===== src/rtl/fetch_controller.sv =====
// IF-stage sequencer for a variable-latency instruction memory: PC freeze,
// IF/ID valid/flush, skid-register control, fetch timeout and stall counter.
module fetch_controller #(
    parameter int MAX_WAIT = 15
) (
    input  logic        clk,
    input  logic        rst,
    input  logic        hazard,
    input  logic        Branch_taken,
    input  logic        mem_ready,
    output logic        mem_req,
    output logic        pc_freeze,
    output logic        if_valid,
    output logic        flush,
    output logic        hold_load,
    output logic        use_hold,
    output logic        fetch_error,
    output logic [15:0] stall_cycles
);
    localparam int WW = $clog2(MAX_WAIT + 1);
    localparam logic [WW-1:0] WAIT_LAST = WW'(MAX_WAIT - 1);

    typedef enum logic [2:0] {IDLE, FETCH, HOLD, DISCARD, ERROR} state_t;

    state_t        state_q, state_d;
    logic [WW-1:0] wait_q, wait_d;
    logic [15:0]   stall_q, stall_d;
    logic          waiting;

    always_comb begin
        state_d   = state_q;
        mem_req   = 1'b0;
        pc_freeze = 1'b1;
        if_valid  = 1'b0;
        flush     = 1'b0;
        hold_load = 1'b0;
        use_hold  = 1'b0;
        waiting   = 1'b0;
        case (state_q)
            IDLE: state_d = FETCH;
            FETCH: begin
                mem_req = 1'b1;
                if (Branch_taken) begin
                    flush     = 1'b1;
                    pc_freeze = 1'b0;
                    state_d   = mem_ready ? FETCH : DISCARD;
                end else if (mem_ready) begin
                    if (!hazard) begin
                        if_valid  = 1'b1;
                        pc_freeze = 1'b0;
                    end else begin
                        hold_load = 1'b1;
                        state_d   = HOLD;
                    end
                end else begin
                    waiting = 1'b1;
                end
            end
            HOLD: begin
                if (Branch_taken) begin
                    // Skid content is simply abandoned; next fetch is the target.
                    flush     = 1'b1;
                    pc_freeze = 1'b0;
                    state_d   = FETCH;
                end else if (!hazard) begin
                    if_valid  = 1'b1;
                    use_hold  = 1'b1;
                    pc_freeze = 1'b0;
                    state_d   = FETCH;
                end
            end
            DISCARD: begin
                mem_req = 1'b1;
                if (Branch_taken) begin
                    flush     = 1'b1;
                    pc_freeze = 1'b0;
                    state_d   = mem_ready ? FETCH : DISCARD;
                end else if (mem_ready) begin
                    state_d = FETCH;
                end else begin
                    waiting = 1'b1;
                end
            end
            ERROR:   state_d = ERROR;
            default: state_d = IDLE;
        endcase
        // The cycle that brings the wait count to MAX_WAIT is the last one tolerated.
        if (waiting && wait_q == WAIT_LAST) state_d = ERROR;
    end

    always_comb begin
        wait_d  = '0;
        stall_d = stall_q;
        if (waiting && state_d == state_q) wait_d = wait_q + 1'b1;
        if (pc_freeze && (state_q == FETCH || state_q == HOLD || state_q == DISCARD) &&
            stall_q != 16'hFFFF)
            stall_d = stall_q + 16'd1;
    end

    always_ff @(posedge clk or posedge rst) begin
        if (rst) begin
            state_q <= IDLE;
            wait_q  <= '0;
            stall_q <= '0;
        end else begin
            state_q <= state_d;
            wait_q  <= wait_d;
            stall_q <= stall_d;
        end
    end

    assign fetch_error  = (state_q == ERROR);
    assign stall_cycles = stall_q;
endmodule


===== config.mk =====
export PLATFORM = sky130hd
export DESIGN_NAME = fetch_controller
export DESIGN_NICKNAME = d
export VERILOG_FILES = /design/src/rtl/fetch_controller.sv
export SDC_FILE = /design/constraint.sdc
export NUM_CORES = 1
export LEC_CHECK = 0
export ABC_AREA = 1
export CAP_MARGIN = 40
export CORE_MARGIN = 3
export CORE_UTILIZATION = 35
export CTS_BUF_LIST = sky130_fd_sc_hd__clkbuf_16
export CTS_CLUSTER_SIZE = 40
export DETAILED_ROUTE_END_ITERATION = 8
export SKIP_LAST_GASP = 1
export SLEW_MARGIN = 20
export SYNTH_ARGS = -nofsm -noshare
export SYNTH_HDL_FRONTEND = slang
export SYNTH_SLANG_ARGS = --single-unit

===== constraint.sdc =====
create_clock -name clk -period 1.47 [get_ports clk]
set_input_delay 0.3675 -clock clk [delete_from_list [all_inputs] [get_ports clk]]
set_output_delay 0.3675 -clock clk [all_outputs]
set_load 0.03 [all_outputs]

==> metrics.md, run 1 <==
| Metric | Value |
|---|---|
| Final net count | 294 |
| Dpl cells | 323 |
| Final Max Slew Viols | 0 |
| Routed Antenna Nets | 0 |
| RSZ-0062 raised after global routing | true |
| Die Footprint | approximately 5100 um^2 |
| Pre-CTS WS | -0.341 ns |
| Post-route insts no fill | 335 |
| Post-synth EDFFs | 0 |
| Cell Rows | 23 |
| Overall global routing resource usage | roughly 16% |
| Cell Area, Synth | between 1500 and 2000 um^2 |
| N_diodes | 0 |
| Vias in the first global route | between 1,500 and 2,000 |
| Hold Buf Count CTS | 0 |
| Synth Area in Adders | roughly 2.5% |
| Cell breakdown of the critical path | nand3_4, inv_2, a31o_2, buf_6 |
| Seq/Total Area, Yosys | roughly two fifths |
| Fin area | roughly 2300 um^2 |
| Slowest stage delay, CP | between 0.4 and 0.5 ns |
| Fmax | slightly below 0.6 GHz |
| IR drop worst, VDD | between 300 and 400 uV |
| Share of the synthesized area in the top cell type | between 30% and 40% |
| Data arrival time of the critical path | 1.32 ns |
| Critical-path top delay cell | dfrtp_2 |
| Syn avg cell area | approximately 7.1 um^2 |
| Pleak | around 1.1 nW |
| Num CTS Buffers | 3 |
| Largest family of logic cells by synthesized area | simple AND/OR/NAND/NOR gates |
| CTS max path bufs | 2 |
| Syn_nets | between 200 and 250 |
| Chip height | around 70 um |
| Ys Warns | 0 |
| Area Growth Syn to Fin | 54.2% |
| Final worst slack | -0.214 ns |
| XOR/XNOR Fraction of Synth Area | approximately 5.2% |
| Part of the cycle the worst path needs | 115% |
| Cell Pwr Density | roughly 560 nW/um^2 |
| Status | finished with violations |
| Cell with the most instances after synthesis | nand2_1 |
| Mux contribution to synthesized area | 0% |
| Drt first pass iters | 4 |
| I/O Pins | 28 |
| Via density | ~4.7 |
| Number of fill cells | slightly below 400 |
| Top_reg_cell synth | dfrtp_1 |
| Worst-case reg-to-reg path depth | 10 |
| Hold_ws | about 0.46 ns |
| Largest net degree at the start of global routing | 24 |
| Clk root buf | clkbuf_16 |
| Drt total wl | 3.92 mm |
| Clock Skews | roughly 0.0025 ns |
| Type of the tightest min-delay check | input pin to async pin |
| Initial antenna violation count | 0 |
| Initial DRC Count | 44 |
| GPL Wtd Cong | around 0.84 |
| Die Wd | just over 70 um |
| Core Footprint | 4060 um^2 |
| Hold Fails Final Rpt | 0 |
| CP Max Fanout | 6 |
| Via count | between 1,500 and 2,000 |
| Post-synth ARST share | 100% |
| DR WL/cell | approximately 12 um |
| Worst r2r dst | stall_cycles[2] |
| Area after DPL | between 2000 and 2500 um^2 |
| Final core occ | a little under three fifths |
| Final Critical Period | 1.68 ns |
| Crit path capture type | output port |
| Synth Area in Simple Gates | between 40% and 50% |
| Global-route wire length before repair | 6.68 mm |
| H-Tree Depth | 1 |
| Top Family by Delay on Critical Path | flip-flops |
| Layout cells sized above 1 | 38.9% |
| Slew HR | 80.0% |
| Worst R2R Setup Slack | approximately 0.050 ns |
| Post-Synthesis Cells | ~210 |
| Clk slew on worst S/H paths | ~0.060 ns |
| FF+latch count, synth | 23 |
| CP Launch Type | flip-flop |
| Buffers plus inverters on the worst setup path | 2 |
| Worst r2r src | stall_cycles[1] |
| Slew @ Worst Pin | between 0.3 and 0.4 ns |
| Initial Utilization | 37.0% |
| # DRC | 0 |
| Failing checks | negative setup slack |
| Area contributors post-synth | dfrtp_1 38%, nand2_1 19%, nor2_1 6.0% |
| Post-synthesis compound-gate area fraction | 4.91% |
| Clk Latency, worst-skew pair | roughly 0.26 ns |
| Final setup violation count | 7 |
| Total congestion overflow | 0 |
| Worst Path Required | between 1 and 1.5 ns |
| IO Port Bufs | 27 |
| Setup CP Type | flip-flop to output port |
| Synth top cells by count | 76 x nand2_1, 24 x nor2_1, 23 x dfrtp_1, 17 x inv_1, 12 x nand3_1 |
| Netlist cell types | 25 |
| CTS sink cnt | 23 |
| CTS tree | done |
| Max Cap Violations | 0 |
| Post-DP HPWL | ~2.8 mm |
| Cell taking the most area after synthesis | dfrtp_1 |
==> flip-flops by register name (all words and copies together), names as in the netlist <==
signal and cells:
state_q 3, stall_cycles 16, wait_q 4
==> area by class of cell <==
cell class              instances  area (um^2)  area share [%]
multi-input cells             163          916            39.5
clock inverters                 1         7.51           0.324
flip-flops and latches         23          582            25.1
well taps                      50         62.6            2.70
repair buffers                 71          578            24.9
inverters                      24         96.3            4.16
clock buffers                   3         75.1            3.24
==> cells in the final DEF, fill, tap and decap left out, types with 5 or more instances in the layout <==
cell type | Yosys | routed
buf_6 | 2 | 6
nand4_1 | 7 | 7
nand3_1 | 12 | 10
nor2_1 | 24 | 20
xnor2_1 | 7 | 7
dfrtp_1 | 23 | 18
nand2_2 | 7 | 9
inv_2 | 5 | 6
buf_4 | 0 | 59
o21ai_0 | 9 | 8
dfrtp_2 | 0 | 5
nand2_1 | 76 | 73
inv_1 | 17 | 15
==> kinds of logic (layout without fill, tap and decap cells) <==
family	Yosys count	count (layout)
compound gates	13	13
buf+inv	26	99
xor+xnor	9	9
simple gates	138	138
fa+ha+maj	3	3
flops	23	23
==> worst min-delay path, cell delays in order <==
cell	delay, ns
clkdlybuf4s50_1	0.40
inv_1	0.06
buf_4	0.29
==> power by group <==
group / internal, W / switching [W] / leakage (nW)
registers: 0.000633 / 0 / 0.309
logic: 0.0000280 / 0.0000382 / 0.792
clock network: 0.000369 / 0.000238 / 0.0371
total: 0.00103 / 0.000276 / 1.14
==> how the worst max path moves through the flow <==
stage	startpoint	endpoint	slack, ns	cells after the start
2_1_floorplan	state_q[2]	if_valid	-0.11	4
4_1_cts	state_q[1]	pc_freeze	-0.21	6
5_1_grt	state_q[0]	pc_freeze	-0.28	5
3_5_place_dp	mem_ready	pc_freeze	-0.34	7
3_3_place_gp	mem_ready	pc_freeze	-0.34	7
6_report	state_q[0]	if_valid	-0.21	4
==> repair_timing <==
action / 4_1_cts / 5_1_grt
setup endpoints to repair: 24 / 26
pin swaps: 0 / 6
gates resized for setup: 19 / 16
setup buffers: 4 / 4
==> through the flow <==
stage          total power (W)  setup TNS [ns]
6_report               0.00131           -1.31
5_1_grt                0.00136           -2.17
4_1_cts                0.00132           -1.16
3_5_place_dp          0.000710           -7.52
3_3_place_gp          0.000710           -7.07
2_1_floorplan         0.000665          -0.239
==> metal layers <==
layer  track usage, %  up-vias  wire length (um)
li1                 -      819                 -
met1             20.0      713              1740
met2             28.7       27              1970
met3             2.52        7               137
met4             5.85        0                66
met5                0        -                 0
Power figures use the tool's default switching activity.
==> run 2, diff against run 1 <==
--- a/config.mk
+++ b/config.mk
@@ -6,7 +6,7 @@
 export NUM_CORES = 1
 export LEC_CHECK = 0
 export ABC_AREA = 1
-export CAP_MARGIN = 40
+export CAP_MARGIN = 20
 export CORE_MARGIN = 3
 export CORE_UTILIZATION = 35
 export CTS_BUF_LIST = sky130_fd_sc_hd__clkbuf_16
==> results of run 2 <==
No change in the layout: final DEF, timing and power equal those of run 1.
==> run 3, diff against run 2 <==
--- a/config.mk
+++ b/config.mk
@@ -9,7 +9,6 @@
 export CAP_MARGIN = 20
 export CORE_MARGIN = 3
 export CORE_UTILIZATION = 35
-export CTS_BUF_LIST = sky130_fd_sc_hd__clkbuf_16
 export CTS_CLUSTER_SIZE = 40
 export DETAILED_ROUTE_END_ITERATION = 8
 export SKIP_LAST_GASP = 1
==> metrics.md, run 3 (synthesis results as in run 1) <==
| Metric | Value |
|---|---|
| Via count | 1,587 (+1.3%) |
| Status | finished with violations |
| Slew HR | 80.0% (about the same) |
| IO Port Bufs | 27 (unchanged) |
| Cell Pwr Density | 483 nW/um^2 (-14%) |
| Critical-path top delay cell | dfrtp_2 |
| Final Critical Period | 1.71 ns (+0.0272 ns) |
| Final Max Slew Viols | 0 (unchanged) |
| Initial DRC Count | 55 (+25%) |
| Routed Antenna Nets | 0 (unchanged) |
| Area of the multi-input gates | 928 um^2 (+1.4%) |
| Drt first pass iters | 4 (unchanged) |
| Die Footprint | 5120 um^2 (unchanged) |
| N_diodes | 0 (unchanged) |
| Worst Path Required | 1.10 ns (about the same) |
| Via density | 4.72 (+1.0%) |
| Overall global routing resource usage | 16.1% (-0.15 points) |
| Data arrival time of the critical path | 1.34 ns (+0.02 ns) |
| Max reg flops | 16 (unchanged) |
| H-Tree Depth | 1 (unchanged) |
| GPL Wtd Cong | 0.840 (unchanged) |
| Core Footprint | 4060 um^2 (unchanged) |
| RSZ-0062 raised after global routing | true |
| Number of fill cells | 406 (+2.8%) |
| Drt total wl | 3.89 mm (-0.74%) |
| Crit path capture type | output port |
| DR WL/cell | 11.6 um (-1.0%) |
| CTS max path bufs | 2 (unchanged) |
| Cell Rows | 23 (unchanged) |
| Slew @ Worst Pin | 0.300 ns (+0.000400 ns) |
| Largest net degree at the start of global routing | 24 (unchanged) |
| Pleak | 1.13 nW (-0.52%) |
| Slowest stage delay, CP | 0.50 ns (+0.02 ns) |
| Register area | 582 um^2 (unchanged) |
| Total congestion overflow | 0 (unchanged) |
| CP Max Fanout | 6 (unchanged) |
| Chip height | 71.5 um (unchanged) |
| Setup_tns | -1.36 ns (-0.0567 ns) |
| Final worst slack | -0.241 ns (-0.0272 ns) |
| CP Launch Type | flip-flop |
| Final setup violation count | 7 (unchanged) |
| Clk Latency, worst-skew pair | 0.27 ns (about the same) |
| CTS sink cnt | 23 (unchanged) |
| Final net count | 295 (+0.34%) |
| Global-route wire length before repair | 6.66 mm (-0.31%) |
| I/O Pins | 28 (unchanged) |
| Vias in the first global route | 1,541 (-0.065%) |
| Area after DPL | 2080 um^2 (unchanged) |
| Failing checks | negative setup slack |
| Die Wd | 71.5 um (unchanged) |
| IR drop worst, VDD | 321 uV (-1.0%) |
| Num CTS Buffers | 3 (unchanged) |
| Type of the tightest min-delay check | input pin to async pin |
| Max Cap Violations | 0 (unchanged) |
| Most frequent cells in the layout | 73 x nand2_1, 59 x buf_4, 19 x nor2_1 |
| Setup CP Type | flip-flop to output port |
| Cell breakdown of the critical path | nand3_4, inv_2, a31o_2, buf_6 |
| CTS tree | done |
| Clock Skews | 0.00417 ns (+0.00165 ns) |
| Initial antenna violation count | 0 (unchanged) |
| Clk slew on worst S/H paths | 0.09 ns (+0.03 ns) |
| Fmax | 0.584 GHz (-1.6%) |
| Hold Fails Final Rpt | 0 (unchanged) |
| Most common cell after layout, fill and taps aside | nand2_1 |
| Layout cells sized above 1 | 40.2% (+1.3 points) |
| Clk root buf | clkbuf_8 |
| Post-DP HPWL | 2.84 mm (unchanged) |
| # DRC | 0 (unchanged) |
| Area Growth Syn to Fin | 53.3% |
| Fin area | 2300 um^2 (-0.59%) |
| Initial Utilization | 37.0% (unchanged) |
| Part of the cycle the worst path needs | 116% (+1.9 points) |
-- run 3: where the power goes --
part	total (W)	internal, W	switching, W
Combinational	0.0000663	0.0000278	0.0000385
Sequential	0.000632	0.000632	0
Clock	0.000415	0.000192	0.000223
Total	0.00111	0.000852	0.000262
-- run 3: final timing paths --
kind / slack [ns] / start / to / cells after the start
worst max-delay path: -0.24 / state_q[0] / if_valid / 4
worst min-delay path: 0.44 / rst / stall_cycles[2] / 3
worst max register to register: 0.05 / stall_cycles[1] / stall_cycles[5] / 10
worst min register to register: 0.49 / wait_q[0] / wait_q[0] / 1
max in group asynchronous: 0.77 / rst / state_q[0] / 3
min in group clk: 0.49 / wait_q[0] / wait_q[0] / 1
-- run 3: final cells by class --
class                      count  share of cell area (%)
multi-input combinational    163                    40.3
timing repair buffer          72                    25.3
sequential                    23                    25.3
inverter                      24                    4.29
tap                           50                    2.72
clock buffer                   3                    1.79
clock inverter                 1                   0.326
-- run 3: per-layer routing --
layer / wire (um) / global-route usage (%) / vias to the layer above / part of all wire (%)
met4: 72 / 5.85 / 0 / 1.9
li1: - / - / 822 / -
met2: 1960 / 28.4 / 30 / 50
met1: 1710 / 20.3 / 728 / 44
met5: 0 / 0 / - / 0
met3: 146 / 1.68 / 7 / 3.8
-- run 3: what timing repair did --
item | CTS | global route
gates resized for setup | 22 | 20
setup endpoints to repair | 24 | 27
pin swaps | 1 | 7
setup buffers | 4 | 5
hold buffers | 0 | 0
-- run 3: stage by stage --
step	hold slack, ns	setup slack, ns	total power [W]	util (%)	cells
floorplan	0.369	-0.107	0.000665	-	212
global placement	0.476	-0.336	0.000710	51.3	323
detailed placement	0.479	-0.341	0.000710	51.3	323
CTS	0.453	-0.239	0.00112	54.4	331
global route	0.487	-0.309	0.00116	56.8	336
finish	0.440	-0.241	0.00111	56.8	336
-- run 3: worst max-delay path: cells and delay by family (launching register included) --
kind | cells | cell delay [ns]
AO/OA/AOI/OAI | 1 | 0.23
flip-flops | 1 | 0.50
buffers and inverters | 2 | 0.19
AND/OR/NAND/NOR | 1 | 0.15
==> edit 1 (settings of run 1) <==
The parameter `MAX_WAIT` goes from 15 to 30.
--- a/src/rtl/fetch_controller.sv
+++ b/src/rtl/fetch_controller.sv
@@ -2,5 +2,5 @@
 // IF/ID valid/flush, skid-register control, fetch timeout and stall counter.
 module fetch_controller #(
-    parameter int MAX_WAIT = 15
+    parameter int MAX_WAIT = 30
 ) (
     input  logic        clk,
Formal check against the unedited RTL: no difference found for any inputs over 10 cycles, from zero or initial values and one cycle with rst high; that may be too few to reach the edited logic, so the function may still have changed.
==> edit 1 against run 1 <==
The run still ends with negative setup slack left; sequential cell count is 1 higher; critical path type unchanged; setup slack better by 0.011 ns; sequential share of layout area is 1.9 points higher; routed wire length is 1.7% lower; final area fell by 1.8%; area after synthesis decreased by 0.17%; register-to-register slack gained 0.04 ns; core utilization down 1.0 points; global-route usage fell by 0.064 points.
Power is not compared: it rests on default switching activity, and its combinational part moved more than twofold at a synthesized area within 25%.
==> edit 1: results <==
{
  "status": "finished with violations",
  "violations": "negative setup slack",
  "avgSynthCellArea_sq_um": 6.79,
  "grt_util_met1": 0.199,
  "worst_slack_ns": -0.203,
  "placed_area_sq_um": 1990,
  "max_stage_delay_ns": 0.44,
  "preCtsSetupSlack_ns": -0.351,
  "synth_common_cells": "nand2_1 (87), nor2_1 (34), dfrtp_1 (24)",
  "setup_tns_ns": -1.02,
  "syn_nets": 229,
  "grt_pass1_vias": 1487,
  "skew_ns": 0.00243,
  "gp_congestion": 0.880,
  "place_inst": 321,
  "r2r_slack_ns": 0.09,
  "met2_length_um": 1910,
  "grt_max_degree": 25,
  "wl_met3_um": 166,
  "ctsResizeCount": 27,
  "ys_seq_area_frac": 0.400,
  "post_cts_buffers": 7,
  "synth.area.top_cells": "dfrtp_1 (40%), nand2_1 (22%), nor2_1 (8.5%), inv_1 (5.0%), xnor2_1 (3.5%)",
  "worst_pin_slew_ns": 0.308,
  "drt_iter0_markers": 47,
  "synth_xor_area_frac": 0.0525,
  "grt_pass1_wl_um": 6620,
  "vias_per_cell": 4.69,
  "hpwl_um": 2880,
  "synthAdderAreaFrac": 0.0250,
  "grt_use_met2": 0.283,
  "setup_viol": 7,
  "vias": 1570,
  "synth_compound_area_frac": 0.0509
}
==> edit 1: cell types whose count changed after synthesis, moves of 2 or more <==
cell            run 1  this run
inv_2               5         2
nand2_1            76        87
inv_1              17        20
nor2_2              3         1
nand3_1            12        10
nand2_2             7         2
nor2_1             24        34
==> edit 1: cell type report <==
| type | count | area (sq um) | area share |
|---|---|---|---|
| clock inverter | 1 | 30.0 | 0.0132 |
| sequential | 24 | 616 | 0.270 |
| multi-input combinational | 173 | 913 | 0.401 |
| inverter | 22 | 87.6 | 0.0385 |
| timing repair buffer | 62 | 492 | 0.216 |
| tap | 50 | 62.6 | 0.0275 |
| clock buffer | 3 | 75.1 | 0.0330 |
==> edit 1: worst paths after layout <==
check	endpoint	cells past startpoint
max	flush	3
min	wait_q[4]$_DFF_PP0_	3
max reg2reg	state_q[0]$_DFF_PP0_	8
min reg2reg	wait_q[0]$_DFF_PP0_	1
max in group asynchronous	state_q[0]$_DFF_PP0_	3
min in group clk	wait_q[0]$_DFF_PP0_	1
==> edit 2 (flow settings as in run 1) <==
Without the edit above. Make the reset (`rst`) synchronous in one clocked block.
--- a/src/rtl/fetch_controller.sv
+++ b/src/rtl/fetch_controller.sv
@@ -98,5 +98,5 @@
     end
 
-    always_ff @(posedge clk or posedge rst) begin
+    always_ff @(posedge clk) begin
         if (rst) begin
             state_q <= IDLE;
Function: differs if rst is asserted again (counterexample within 4 cycles, from zero or initial values and one cycle with rst high); with rst held inactive, the same outputs for 10 cycles.
==> edit 2 against run 1 <==
Setup slack gained 0.0022 ns; sequential share of layout area shrank 5.8 points; the flow still finishes with violations (negative setup slack); area after synthesis fell by 2.8%; routed wire length up 21%; sequential cell count unchanged; first-iteration DRC count is 130% higher; final area is 9.6% higher.
Power is not compared: it rests on default switching activity, and its combinational part moved more than twofold at a synthesized area within 25%.
==> edit 2: results <==
{
  "final_layout_size_suffix_gt1_frac": 0.495,
  "cts-root-buf": "clkbuf_16",
  "grt_pass1_vias": 1639,
  "grt_use_met2": 0.294,
  "nFillCells": 337,
  "r2r-end": "stall_cycles[0]$_SDFFE_PP0P_",
  "ir_drop_mv": 0.388,
  "crit_arrival_ns": 1.31,
  "ys_seq_area_frac": 0.315,
  "crit_end": "pc_freeze",
  "hold_path_class": "reg2reg",
  "worst_pin_slew_ns": 0.304,
  "r2r_start": "state_q[0]$_SDFF_PP0_",
  "drt_iter0_markers": 100,
  "cts_buffers": 3,
  "yosysWarnings": 0,
  "avgRoutedWirePerCell_um": 13.6,
  "synth_common_cells": "nand2_1 (58), nor2_1 (29), dfxtp_1 (23)",
  "hpwl_um": 3020,
  "ys.flop_type": "dfxtp_1",
  "worst_path_max_delay_cell": "dfxtp_4",
  "synth.area.top_cells": "dfxtp_1 (32%), nand2_1 (15%), nor2_1 (7.5%), nand3_1 (6.2%), inv_1 (5.1%)",
  "skew_ns": 0.00505,
  "h-tree-depth": 1,
  "worst_slack_ns": -0.211,
  "syn_nets": 229,
  "setup_viol": 20,
  "violations": "negative setup slack",
  "grtUsageMet3": 0.0270,
  "max_stage_delay_ns": 0.38,
  "yosys.cell_types.count": 26,
  "status": "finished with violations",
  "cellLeakagePower_nw": 1.07,
  "cts.reportedPaths.clkPinSlew_ns": 0.07,
  "grt_pass1_wl_um": 7330,
  "async_flop_share": 0,
  "crit_path_start": "state_q[0]$_SDFF_PP0_",
  "nets": 310,
  "r2r_slack_ns": -0.13,
  "grt_max_degree": 15,
  "n_antenna_cell": 0,
  "worstRegToRegCells": 9,
  "path_max_fanout": 4,
  "cts_buffer_depth": 2,
  "firstDrtPassIters": 4,
  "grt_util_met1": 0.230,
  "place.port_buffers": 27,
  "cp_top_family": "simple AND/OR/NAND/NOR gates",
  "placed_area_sq_um": 2060,
  "vias": 1736,
  "largest_reg_flops": 16,
  "gp_congestion": 0.824,
  "grt.total_usage": 0.175,
  "slew_viol_final": 0
}
-- edit 2: worst min-delay path by stage --
stage,start,end,slack [ns],cells after the start
2_1_floorplan,wait_q[0]$_SDFF_PP0_,wait_q[0]$_SDFF_PP0_,0.43,1
6_report,wait_q[0]$_SDFF_PP0_,wait_q[0]$_SDFF_PP0_,0.48,1
5_1_grt,wait_q[0]$_SDFF_PP0_,wait_q[0]$_SDFF_PP0_,0.51,1
4_1_cts,wait_q[0]$_SDFF_PP0_,wait_q[0]$_SDFF_PP0_,0.48,1
3_5_place_dp,wait_q[0]$_SDFF_PP0_,wait_q[0]$_SDFF_PP0_,0.47,1
3_3_place_gp,wait_q[0]$_SDFF_PP0_,wait_q[0]$_SDFF_PP0_,0.45,1
-- edit 2: cell families after synthesis --
family	Yosys count	share of synthesized area
flip-flops	23	0.315
buffers and inverters	27	0.0805
XOR/XNOR	7	0.0420
adder cells (fa/ha/maj)	3	0.0257
AO/OA/AOI/OAI	30	0.127
AND/OR/NAND/NOR	131	0.410
-- edit 2: area by class of cell --
class                      instances  area, sq um  share of cell area
inverter                          23          101              0.0399
multi-input combinational        171         1100               0.435
clock inverter                     1         7.51             0.00296
clock buffer                       3         75.1              0.0296
timing repair buffer              79          689               0.272
tap                               48         60.1              0.0237
timing repair inverter             1         11.3             0.00444
sequential                        23          490               0.193
-- edit 2: metrics by stage --
step,total power [mW],hold slack (ns),TNS [ns],setup slack [ns],cells
global placement,0.952,0.447,-8.38,-0.354,329
detailed placement,0.952,0.468,-9.22,-0.411,329
finish,1.69,0.477,-1.90,-0.211,349
global route,1.74,0.511,-3.06,-0.264,349
floorplan,0.829,0.430,-0.0207,-0.0207,221
CTS,1.59,0.482,-1.01,-0.186,342
-- edit 2: timing repair --
item / CTS / global route
cloned: 0 / 2
pin swaps: 7 / 18
hold buffers: 0 / 0
resized for setup: 40 / 59
endpoints found under the setup margin: 41 / 32
buffers inserted: 9 / 5
-- edit 2: power breakdown --
group	switching (mW)	leakage [nW]	internal, mW
logic	0.234	0.842	0.197
registers	0.0179	0.194	0.633
clock network	0.236	0.0371	0.369
total	0.488	1.07	1.20
-- edit 2: routing by layer --
layer	routed length (um)	share of wire	vias up
met5	0	0	-
met4	64	0.013	0
met3	114	0.024	6
met2	2440	0.51	31
met1	2140	0.45	826
li1	-	-	873
